==> src/rtl/list_builder.sv <==
// rtl/list_builder.sv - writes a valid/ready value stream into node RAM as a singly linked list
module list_builder #(
    parameter int DATA_W = 32,
    parameter int ADDR_W = 8
) (
    input  logic              clk,
    input  logic              rst,
    input  logic              start,
    input  logic              in_valid,
    output logic              in_ready,
    input  logic [DATA_W-1:0] in_data,
    input  logic              in_last,
    output logic              mem_we,
    output logic [ADDR_W-1:0] mem_addr,
    output logic [DATA_W-1:0] mem_wdata,
    output logic              busy,
    output logic              done,
    output logic              overflow,
    output logic [ADDR_W-1:0] node_count,
    output logic [DATA_W-1:0] exp_sum
);

    typedef enum logic [2:0] {
        S_IDLE,
        S_LOAD,
        S_WR_VAL,
        S_WR_NEXT,
        S_DONE
    } state_t;

    // Base address of the last node slot that still fits in the RAM.
    localparam logic [ADDR_W-1:0] P_MAX = {{(ADDR_W-1){1'b1}}, 1'b0};

    state_t              state_q, state_d;
    logic [ADDR_W-1:0]   p_q, p_d;
    logic [DATA_W-1:0]   val_q, val_d;
    logic                last_q, last_d;
    logic                full_q, full_d;
    logic                ovf_q, ovf_d;
    logic [ADDR_W-1:0]   count_q, count_d;
    logic [DATA_W-1:0]   sum_q, sum_d;

    logic [ADDR_W-1:0]   p_plus2;
    logic                term;

    assign p_plus2 = p_q + ADDR_W'(2);
    assign term    = last_q | full_q;

    // Next-state logic: list walk LOAD -> WR_VAL -> WR_NEXT, one node per pass.
    always_comb begin
        state_d = state_q;
        p_d     = p_q;
        val_d   = val_q;
        last_d  = last_q;
        full_d  = full_q;
        ovf_d   = ovf_q;
        count_d = count_q;
        sum_d   = sum_q;
        case (state_q)
            S_IDLE, S_DONE: begin
                if (start) begin
                    state_d = S_LOAD;
                    p_d     = '0;
                    count_d = '0;
                    sum_d   = '0;
                    ovf_d   = 1'b0;
                end
            end
            S_LOAD: begin
                if (in_valid) begin
                    val_d   = in_data;
                    last_d  = in_last;
                    full_d  = (p_q == P_MAX);
                    state_d = S_WR_VAL;
                end
            end
            S_WR_VAL: begin
                count_d = (count_q == '1) ? count_q : count_q + ADDR_W'(1);
                sum_d   = sum_q + val_q;
                state_d = S_WR_NEXT;
            end
            S_WR_NEXT: begin
                if (term) begin
                    // Only a cut at capacity counts as overflow; a last value in the final slot is a clean end.
                    ovf_d   = full_q & ~last_q;
                    state_d = S_DONE;
                end else begin
                    p_d     = p_plus2;
                    state_d = S_LOAD;
                end
            end
            default: state_d = S_IDLE;
        endcase
    end

    // State registers with synchronous reset that aborts any list in progress.
    always_ff @(posedge clk) begin
        if (rst) begin
            state_q <= S_IDLE;
            p_q     <= '0;
            val_q   <= '0;
            last_q  <= 1'b0;
            full_q  <= 1'b0;
            ovf_q   <= 1'b0;
            count_q <= '0;
            sum_q   <= '0;
        end else begin
            state_q <= state_d;
            p_q     <= p_d;
            val_q   <= val_d;
            last_q  <= last_d;
            full_q  <= full_d;
            ovf_q   <= ovf_d;
            count_q <= count_d;
            sum_q   <= sum_d;
        end
    end

    // Output decode purely from registered state; the RAM bus is zero whenever no write is issued.
    always_comb begin
        mem_we    = 1'b0;
        mem_addr  = '0;
        mem_wdata = '0;
        case (state_q)
            S_WR_VAL: begin
                mem_we    = 1'b1;
                mem_addr  = p_q + ADDR_W'(1);
                mem_wdata = val_q;
            end
            S_WR_NEXT: begin
                mem_we    = 1'b1;
                mem_addr  = p_q;
                mem_wdata = term ? '0 : DATA_W'(p_plus2);
            end
            default: ;
        endcase
    end

    assign in_ready   = (state_q == S_LOAD);
    assign busy       = (state_q == S_LOAD) || (state_q == S_WR_VAL) || (state_q == S_WR_NEXT);
    assign done       = (state_q == S_DONE);
    assign overflow   = ovf_q;
    assign node_count = count_q;
    assign exp_sum    = sum_q;

endmodule

==> config.mk <==
export PLATFORM = sky130hd
export DESIGN_NAME = list_builder
export DESIGN_NICKNAME = d
export VERILOG_FILES = /design/src/rtl/list_builder.sv
export SDC_FILE = /design/constraint.sdc
export NUM_CORES = 1
export LEC_CHECK = 0
export ABC_AREA = 1
export CAP_MARGIN = 10
export CORE_ASPECT_RATIO = 1.4
export CORE_MARGIN = 2
export CORE_UTILIZATION = 56
export DETAILED_ROUTE_END_ITERATION = 10
export PLACE_DENSITY = 0.86
export SYNTH_ARGS = -nofsm -noshare
export SYNTH_HDL_FRONTEND = slang
export SYNTH_SLANG_ARGS = --single-unit
==> constraint.sdc <==
create_clock -name clk -period 5.24 [get_ports clk]
set_clock_uncertainty 0.15 [all_clocks]
set_input_delay 0.786 -clock clk [delete_from_list [all_inputs] [get_ports clk]]
set_output_delay 0.786 -clock clk [all_outputs]
set_load 0.02 [all_outputs]
# --- Word-level counts from Yosys, hierarchy flattened ---
# Cells that the tools add are included.
word_totals:
  register_bits: 86
  inputBits: 37
  out_inout_bits: 85
  word_cells: 57
classes:
  add_sub_neg: 4
  eq_ne: 11
  mux: 18
  n_bitwise: 3
  reduce_logical: 13
op_table:
  columns: ["operator", "n"]
  rows:
  - ["$pmux 32 s2", 2]
  - ["$pmux 8 s2", 3]
  - ["$add 32x32->32", 1]
  - ["$mux 32", 1]
  - ["$mux 8", 4]
  - ["$add 8x1->8 const B", 2]
  - ["$eq 8x8->1 const B", 2]
  - ["$pmux 3 s4", 1]
  - ["$ne 2x2->1 const B", 5]
  - ["$mux 3", 3]
  - ["$reduce_and 3->1", 3]
  - ["$add 8x2->8 const B", 1]
  - ["$eq 3x2->1 const B", 2]
  - ["$reduce_and 2->1", 3]
  - ["$reduce_bool 2->1", 2]
  - ["$reduce_or 2->1", 2]
  - ["$eq 3x1->1 const B", 1]
  - ["$eq 3x3->1 const B", 1]
  - ["$logic_not 3->1", 1]
  - ["$mux 1", 3]
  - ["$logic_or 1x1->1", 2]
  - ["$pmux 1 s2", 1]
  - ["$and 1x1->1", 1]
  - ["$not 1->1", 1]
  - ["$or 1x1->1", 1]

# --- Longest topological paths before layout ---
# Gate-level depths: netlist of run 1.
depth:
  word_depth: 4
  mapped_depth: 14
  mapped_depth_nobuf: 14

# --- Worst setup path after synthesis of run 1 ---
# No wires, ideal clock.
synth_path:
  kind: "flip-flop to output port"
  startpoint: "reg state_q[2]"
  endpoint: "out mem_wdata[1]"
  t_arrival_ns: 1.422
  required_time_ns: 4.304
  setup_slack_ns: 2.882
  path_stages_with_launch: 8
  path_buffers: 2
  cell_sequence: "dfxtp_1 > inv_2 > nand2_4 > nor2_4 > buf_6 > inv_4 > clkbuf_1 > o21ai_0"
synth_via:
  elab_chain_cells: 2
  word_cells_on_any_way: 3
  cone_classes: "eq/ne (2); mux (1)"
synth_lines:
  columns: ["item", "line", "text"]
  rows:
  - ["start, declared", "34", "state_t state_q, state_d;"]
  - ["start signal, assigned", "108", "state_q <= state_d;"]
  - ["$eq 3x2->1", "124", "case (state_q)"]
  - ["$pmux 32 s2 (*)", "124", null]
  - ["end, declared", "15", "output logic [DATA_W-1:0] mem_wdata,"]
# Every way passes the cells marked *; elsewhere a longest branch is shown, timed or not.

# --- Final worst setup path of run 1 ---
layout_path:
  startpoint: "reg state_q[2]"
  endpoint: "out mem_wdata[5]"
# Same word-level chain as after synthesis.

==> summary.md, run 1 <==
| Metric | Value |
|---|---|
| Status | finished clean |
| Initial antenna violation count | 0 |
| Final Hold Fails | 0 |
| Largest cells by area after synthesis | dfxtp_1 (29%), nand2_1 (19%), inv_1 (11%), a21oi_1 (9.2%), ha_1 (7.0%) |
| # H-tree levels | 3 |
| Post-synth cell types | 33 |
| Dpl cells | approximately 1200 |
| Starting DRC count in detailed routing | 316 |
| Share of flip-flops with an asynchronous set or reset | 0% |
| Place WS | around 2.4 ns |
| Worst R2R Start | exp_sum[0] |
| Power Total | about 2.1 mW |
| IO Port Bufs | around 120 |
| Number of placement rows | 44 |
| ANT cells | 0 |
| GR Overflow Total | 0 |
| Max Freq | around 0.31 GHz |
| Pwr/cell area | 284 nW/µm² |
| Total routed wirelength | between 15 and 20 mm |
| # IOs | approximately 120 |
| Via/cell ratio | 5.08 |
| Die X | roughly 91 µm |
| CTS tree | done |
| Share of the synthesized area in the top cell type | 29.0% |
| FF-to-FF path depth | 13 |
| Post-synth EDFFs | 0 |
| Post_cts resized | 0 |
| RSZ-0062 raised after global routing | no |
| Initial DRT Pass Iterations | 5 |
| Crit end category | primary output |
| Critical Path Fanout Max | 10 |
| CP Launch Type | flip-flop |
| Mapped cell area | between 5000 and 6000 µm² |
| CTS sink count | 85 |
| Post-Syn Instances | around 980 |
| #FFs+latches synth | 85 |
| Die area | 11300 µm² |
| Num CTS Buffers | 9 |
| Worst Hold Class | reg -> reg |
| Share of cells above drive strength 1 | 3.93% |
| Synth Net Count | approximately 1100 |
| Most frequent cells in the layout | nand2_1 (295), inv_1 (174), clkdlybuf4s50_1 (121), a21oi_1 (108), nor2_1 (92) |
| Commonest non-fill, non-tap cell in the layout | nand2_1 |
| P_leak | between 3 and 4 nW |
| Initial Util | between 50% and 60% |
| Clk slew on worst S/H paths | around 0.070 ns |
| DR WL/cell | 13.2 µm |
| Maxcap violations | 0 |
| Hold Slack | 0.312 ns |
| CTS Root Cell | clkbuf_16 |
| Data arrival, critical path | 2.32 ns |
| Largest net degree at the start of global routing | 69 |
| Max Slew Vio Count | 0 |
| Core Area | approximately 10000 µm² |
| Synth Flop Type | dfxtp_1 |
| Gr usage total | approximately 29% |
| Tcrit/Tclk final | between 60 and 70% |
| Final Non-Filler Cells | 1231 |
| Via count | 6258 |
| Final WS setup | 1.99 ns |
| Measured slew at the worst slew-check pin | 1.04 ns |
| CP required | between 4 and 5 ns |
| Final net count | ~1200 |
| Post-DP HPWL | 12.2 mm |
| Placer Congestion | a little under 1 |
| Post-CTS setup buffers | 0 |
| Chip Height | roughly 130 µm |
| Max clock buf depth | 2 |
| DRC | 0 |
| Area of the multi-input gates | around 3400 µm² |
| Cell taking the most area after synthesis | dfxtp_1 |
| WHS Endpoint | overflow |
| Clock Latency Late Sink | between 0.3 and 0.4 ns |
| Final antenna-violating net count | 0 |
| Seq/Total Area, Yosys | 29.0% |
| Hold buffer count at CTS | 0 |
| Peak supply drop | 0.443 mV |
| Fill cells | 898 |
| Min-delay src | overflow |
| Setup TNS | 0 ns |
| Final setup vio count | 0 |
| Reg area | approximately 1700 µm² |
| Hold path cells | 2 |
| Min Clock Period, post-route | ~3.3 ns |
| First-pass GRT wire length | 26.8 mm |
| Worst slew margin | 30.3% |
| Synth warn | 0 |
| Worst reg2reg path endpoint | exp_sum[28] |
| Area Growth Syn to Fin | 26.6% |
| Vias in the first global route | ~5900 |
| Critical path type | reg -> out |
| Reg2Reg Setup Slack | roughly 2.8 ns |
| Mean Syn Cell Area | 6.00 µm² |
[per-stage QoR]
step | cell area [µm²] | util [%]
global route | 7430 | 72.2
detailed placement | 7140 | 69.3
global placement | 7140 | 69.3
finish | 7430 | 72.2
CTS | 7430 | 72.2
floorplan | 5870 | -
[Yosys cell counts (5+ instances only)]
| cell type | instances |
|---|---|
| nor3_1 | 7 |
| clkbuf_1 | 12 |
| nand3b_1 | 5 |
| dfxtp_1 | 85 |
| buf_2 | 8 |
| or2_2 | 6 |
| inv_1 | 175 |
| o21ai_0 | 54 |
| a21oi_1 | 108 |
| nand3_1 | 56 |
| nor2_1 | 92 |
| nand2_1 | 295 |
| ha_1 | 33 |
[worst max-delay path by stage]
| stage | depth (start not counted) | end | start | slack, ns |
|---|---|---|---|---|
| floorplan | 7 | mem_wdata[1] | state_q[2] | 2.88 |
| global route | 8 | mem_wdata[7] | p_q[2] | 1.83 |
| global placement | 8 | mem_wdata[5] | state_q[2] | 2.42 |
| CTS | 8 | mem_wdata[3] | state_q[2] | 1.99 |
| finish | 8 | mem_wdata[5] | state_q[2] | 1.99 |
| detailed placement | 8 | mem_wdata[3] | state_q[2] | 2.37 |
[flip-flops by register name, summed over array words and instances, names as in the netlist]
| signal | count |
|---|---|
| exp_sum | 32 |
| node_count | 8 |
| overflow | 1 |
| state_q | 3 |
| full_q | 1 |
| val_q | 32 |
| last_q | 1 |
| p_q | 7 |
[kinds of logic after synthesis]
logic type,count (synthesis),synth area share [%]
compound gates,172,15.1
fa+ha+maj,34,7.37
simple gates,479,34.0
flops,85,29.0
xor+xnor,4,0.597
buf+inv,205,13.9
[area by class of cell]
type | instances | area share [%]
inverters | 180 | 9.16
multi-input cells | 689 | 45.1
clock inverters | 6 | 0.942
flip-flops and latches | 85 | 22.9
clock buffers | 10 | 3.08
repair buffers | 123 | 16.5
well taps | 138 | 2.32
[worst max-delay path, cell delays in order, from the launching register on]
cell             delay (ns)
dfxtp_1                0.34
inv_2                  0.09
nand2_4                0.10
nor2_1                 0.17
inv_1                  0.11
nor2_2                 0.26
nand3b_1               0.14
o21ai_0                0.11
clkdlybuf4s50_1        0.64
[metal layers]
metal	routed length, µm	vias up	GRT usage, %
met5	0	-	0
met4	514	0	14.6
met3	940	35	4.94
met2	8180	195	52.2
met1	6660	2758	32.7
li1	-	3270	-
[power breakdown]
| group | internal, mW | total (mW) | leakage, nW | switching [mW] |
|---|---|---|---|---|
| combinational | 0.229 | 0.685 | 2.60 | 0.455 |
| clock | 0.373 | 0.652 | 0.136 | 0.279 |
| sequential | 0.719 | 0.771 | 0.689 | 0.0517 |
Note: power is estimated with default switching activity, not from simulation.
==> run 2, diff against run 1 <==
CORE_UTILIZATION = 47   (was 56)
PLACE_DENSITY = 0.77   (was 0.86)
clock period = 2.9 ns   (was 5.24 ns; I/O delays follow)
==> summary.md, run 2 (same netlist as run 1, synthesis figures left out) <==
| Metric | Value |
|---|---|
| DP Area | 7170 µm² |
| GR Overflow Total | 0 |
| Post-DP HPWL | around 12 mm |
| Worst Hold Class | reg -> reg |
| Number of placement rows | 48 |
| Peak supply drop | between 0.4 and 0.5 mV |
| CP max stage cell | clkdlybuf4s50_1 |
| Final net count | around 1200 |
| CP Launch Type | flip-flop |
| Final Instance Area | ~7500 µm² |
| RSZ-0062 raised after global routing | no |
| Vias in the first global route | 5852 |
| Placer Congestion | ~0.95 |
| Measured slew at the worst slew-check pin | around 0.98 ns |
| Cell chain of the critical path | inv_2, nand2_4, nor2_4, inv_4, nor2_1, clkdlybuf4s50_1 |
| Maxcap violations | 0 |
| # H-tree levels | 3 |
| Fill cells | between 1000 and 1500 |
| Final Hold Fails | 0 |
| Clock Latency Late Sink | 0.35 ns |
| Hold buffer count at CTS | 0 |
| Area Growth Syn to Fin | 27.6% |
| Max Freq | ~0.38 GHz |
| Final antenna-violating net count | 0 |
| Pwr/cell area | 510 nW/µm² |
| Die area | 13400 µm² |
| Min Clock Period, post-route | roughly 2.6 ns |
| Die X | ~100 µm |
| Max Slew Vio Count | 0 |
| DRC | 0 |
| Core Area | roughly 12000 µm² |
| Via/cell ratio | roughly 5 |
| Buf/Inv on CP | 3 |
| Worst slew margin | around a third |
| Initial antenna violation count | 0 |
| Chip Height | 136 µm |
| Status | finished clean |
| Starting DRC count in detailed routing | 310 |
| Total routed wirelength | roughly 16 mm |
| IO Port Bufs | 121 |
| Critical Path Fanout Max | 44 |
| DR WL/cell | 13.1 µm |
| Setup TNS | 0 ns |
| P_leak | between 3 and 4 nW |
| CTS tree | done |
| Final setup vio count | 0 |
| # IOs | between 100 and 150 |
| Largest net degree at the start of global routing | 69 |
| CTS sink count | 85 |
| ANT cells | 0 |
| Most frequent cells in the layout | nand2_1 (295), inv_1 (174), clkdlybuf4s50_1 (114), a21oi_1 (108), nor2_1 (92) |
| Via count | 6233 |
| Tcrit/Tclk final | around nine tenths |
| Initial DRT Pass Iterations | 5 |
| First-pass GRT wire length | roughly 27 mm |
| Clk slew on worst S/H paths | ~0.060 ns |
| Data arrival, critical path | between 2 and 2.5 ns |
| Gr usage total | between 20% and 30% |
| CP required | roughly 2.3 ns |
| Commonest non-fill, non-tap cell in the layout | nand2_1 |
| CTS Root Cell | clkbuf_16 |
| Num CTS Buffers | 9 |
| Max clock buf depth | 2 |
| Initial Util | a little under half |
| Share of cells above drive strength 1 | ~4.2% |
| Critical path type | reg -> out |
| Crit end category | primary output |
| Delay of the slowest critical-path stage | ~0.56 ns |
| Delay-heaviest family, CP | buffers and inverters |
-- run 2: cell types whose count changed in the layout (fill, tap and decap cells not counted), sizes merged --
cell / change
clkdlybuf4s50: -7
dlymetal6s2s: +7
buf: +2
-- run 2: layout make-up --
class / count / area [µm²] / share of cell area, %
well taps: 150 / 188 / 2.50
clock inverters: 6 / 70.1 / 0.935
multi-input cells: 689 / 3370 / 44.9
flip-flops and latches: 85 / 1700 / 22.7
repair buffers: 125 / 1260 / 16.8
inverters: 180 / 681 / 9.08
clock buffers: 10 / 229 / 3.06
-- run 2: report_power, final --
| part | internal (mW) | leakage (nW) | switching, mW |
|---|---|---|---|
| combinational | 0.419 | 2.74 | 0.821 |
| clock | 0.674 | 0.136 | 0.508 |
| sequential | 1.30 | 0.689 | 0.0960 |
-- run 2: metrics by stage --
| step | worst slack (ns) | utilization, % | hold slack [ns] | instances | power (mW) |
|---|---|---|---|---|---|
| after floorplan | 0.760 | - | 0.289 | 979 | 2.31 |
| after detailed placement | 0.343 | 58.5 | 0.309 | 1229 | 2.66 |
| after CTS | 0.0478 | 61.0 | 0.319 | 1245 | 3.85 |
| final | 0.272 | 61.2 | 0.317 | 1245 | 3.82 |
| after global placement | 0.390 | 58.5 | 0.311 | 1229 | 2.64 |
| after global routing | 0.0965 | 61.2 | 0.346 | 1245 | 4.05 |
-- run 2: timing repair --
action | 4_1_cts | 5_1_grt
pin swaps | 0 | 0
setup buffers | 0 | 0
gates resized for setup | 1 | 8
endpoints found under the hold margin | 0 | 0
setup endpoints to repair | 3 | 7
-- run 2: path summary, 6_finish.rpt --
path,depth (start not counted),startpoint,slack [ns],endpoint
max,6,state_q[2],0.27,mem_wdata[10]
max reg2reg,13,exp_sum[0],0.54,exp_sum[28]
min reg2reg,2,last_q,0.32,last_q
min,2,last_q,0.32,last_q
-- run 2: per-layer routing --
layer	GRT usage (%)	wire, µm	share of wire, %	up-vias
li1	-	-	-	3276
met1	28.9	6890	42	2767
met2	44.4	8210	50	158
met3	4.94	753	4.6	32
met4	8.75	482	3.0	0
met5	0	0	0	-
-- run 2: worst min-delay path, delay by kind of cell, from the launching register on --
kind	cells	cell delay (ns)
flops	1	0.30
buf+inv	1	0.06
compound gates	1	0.05
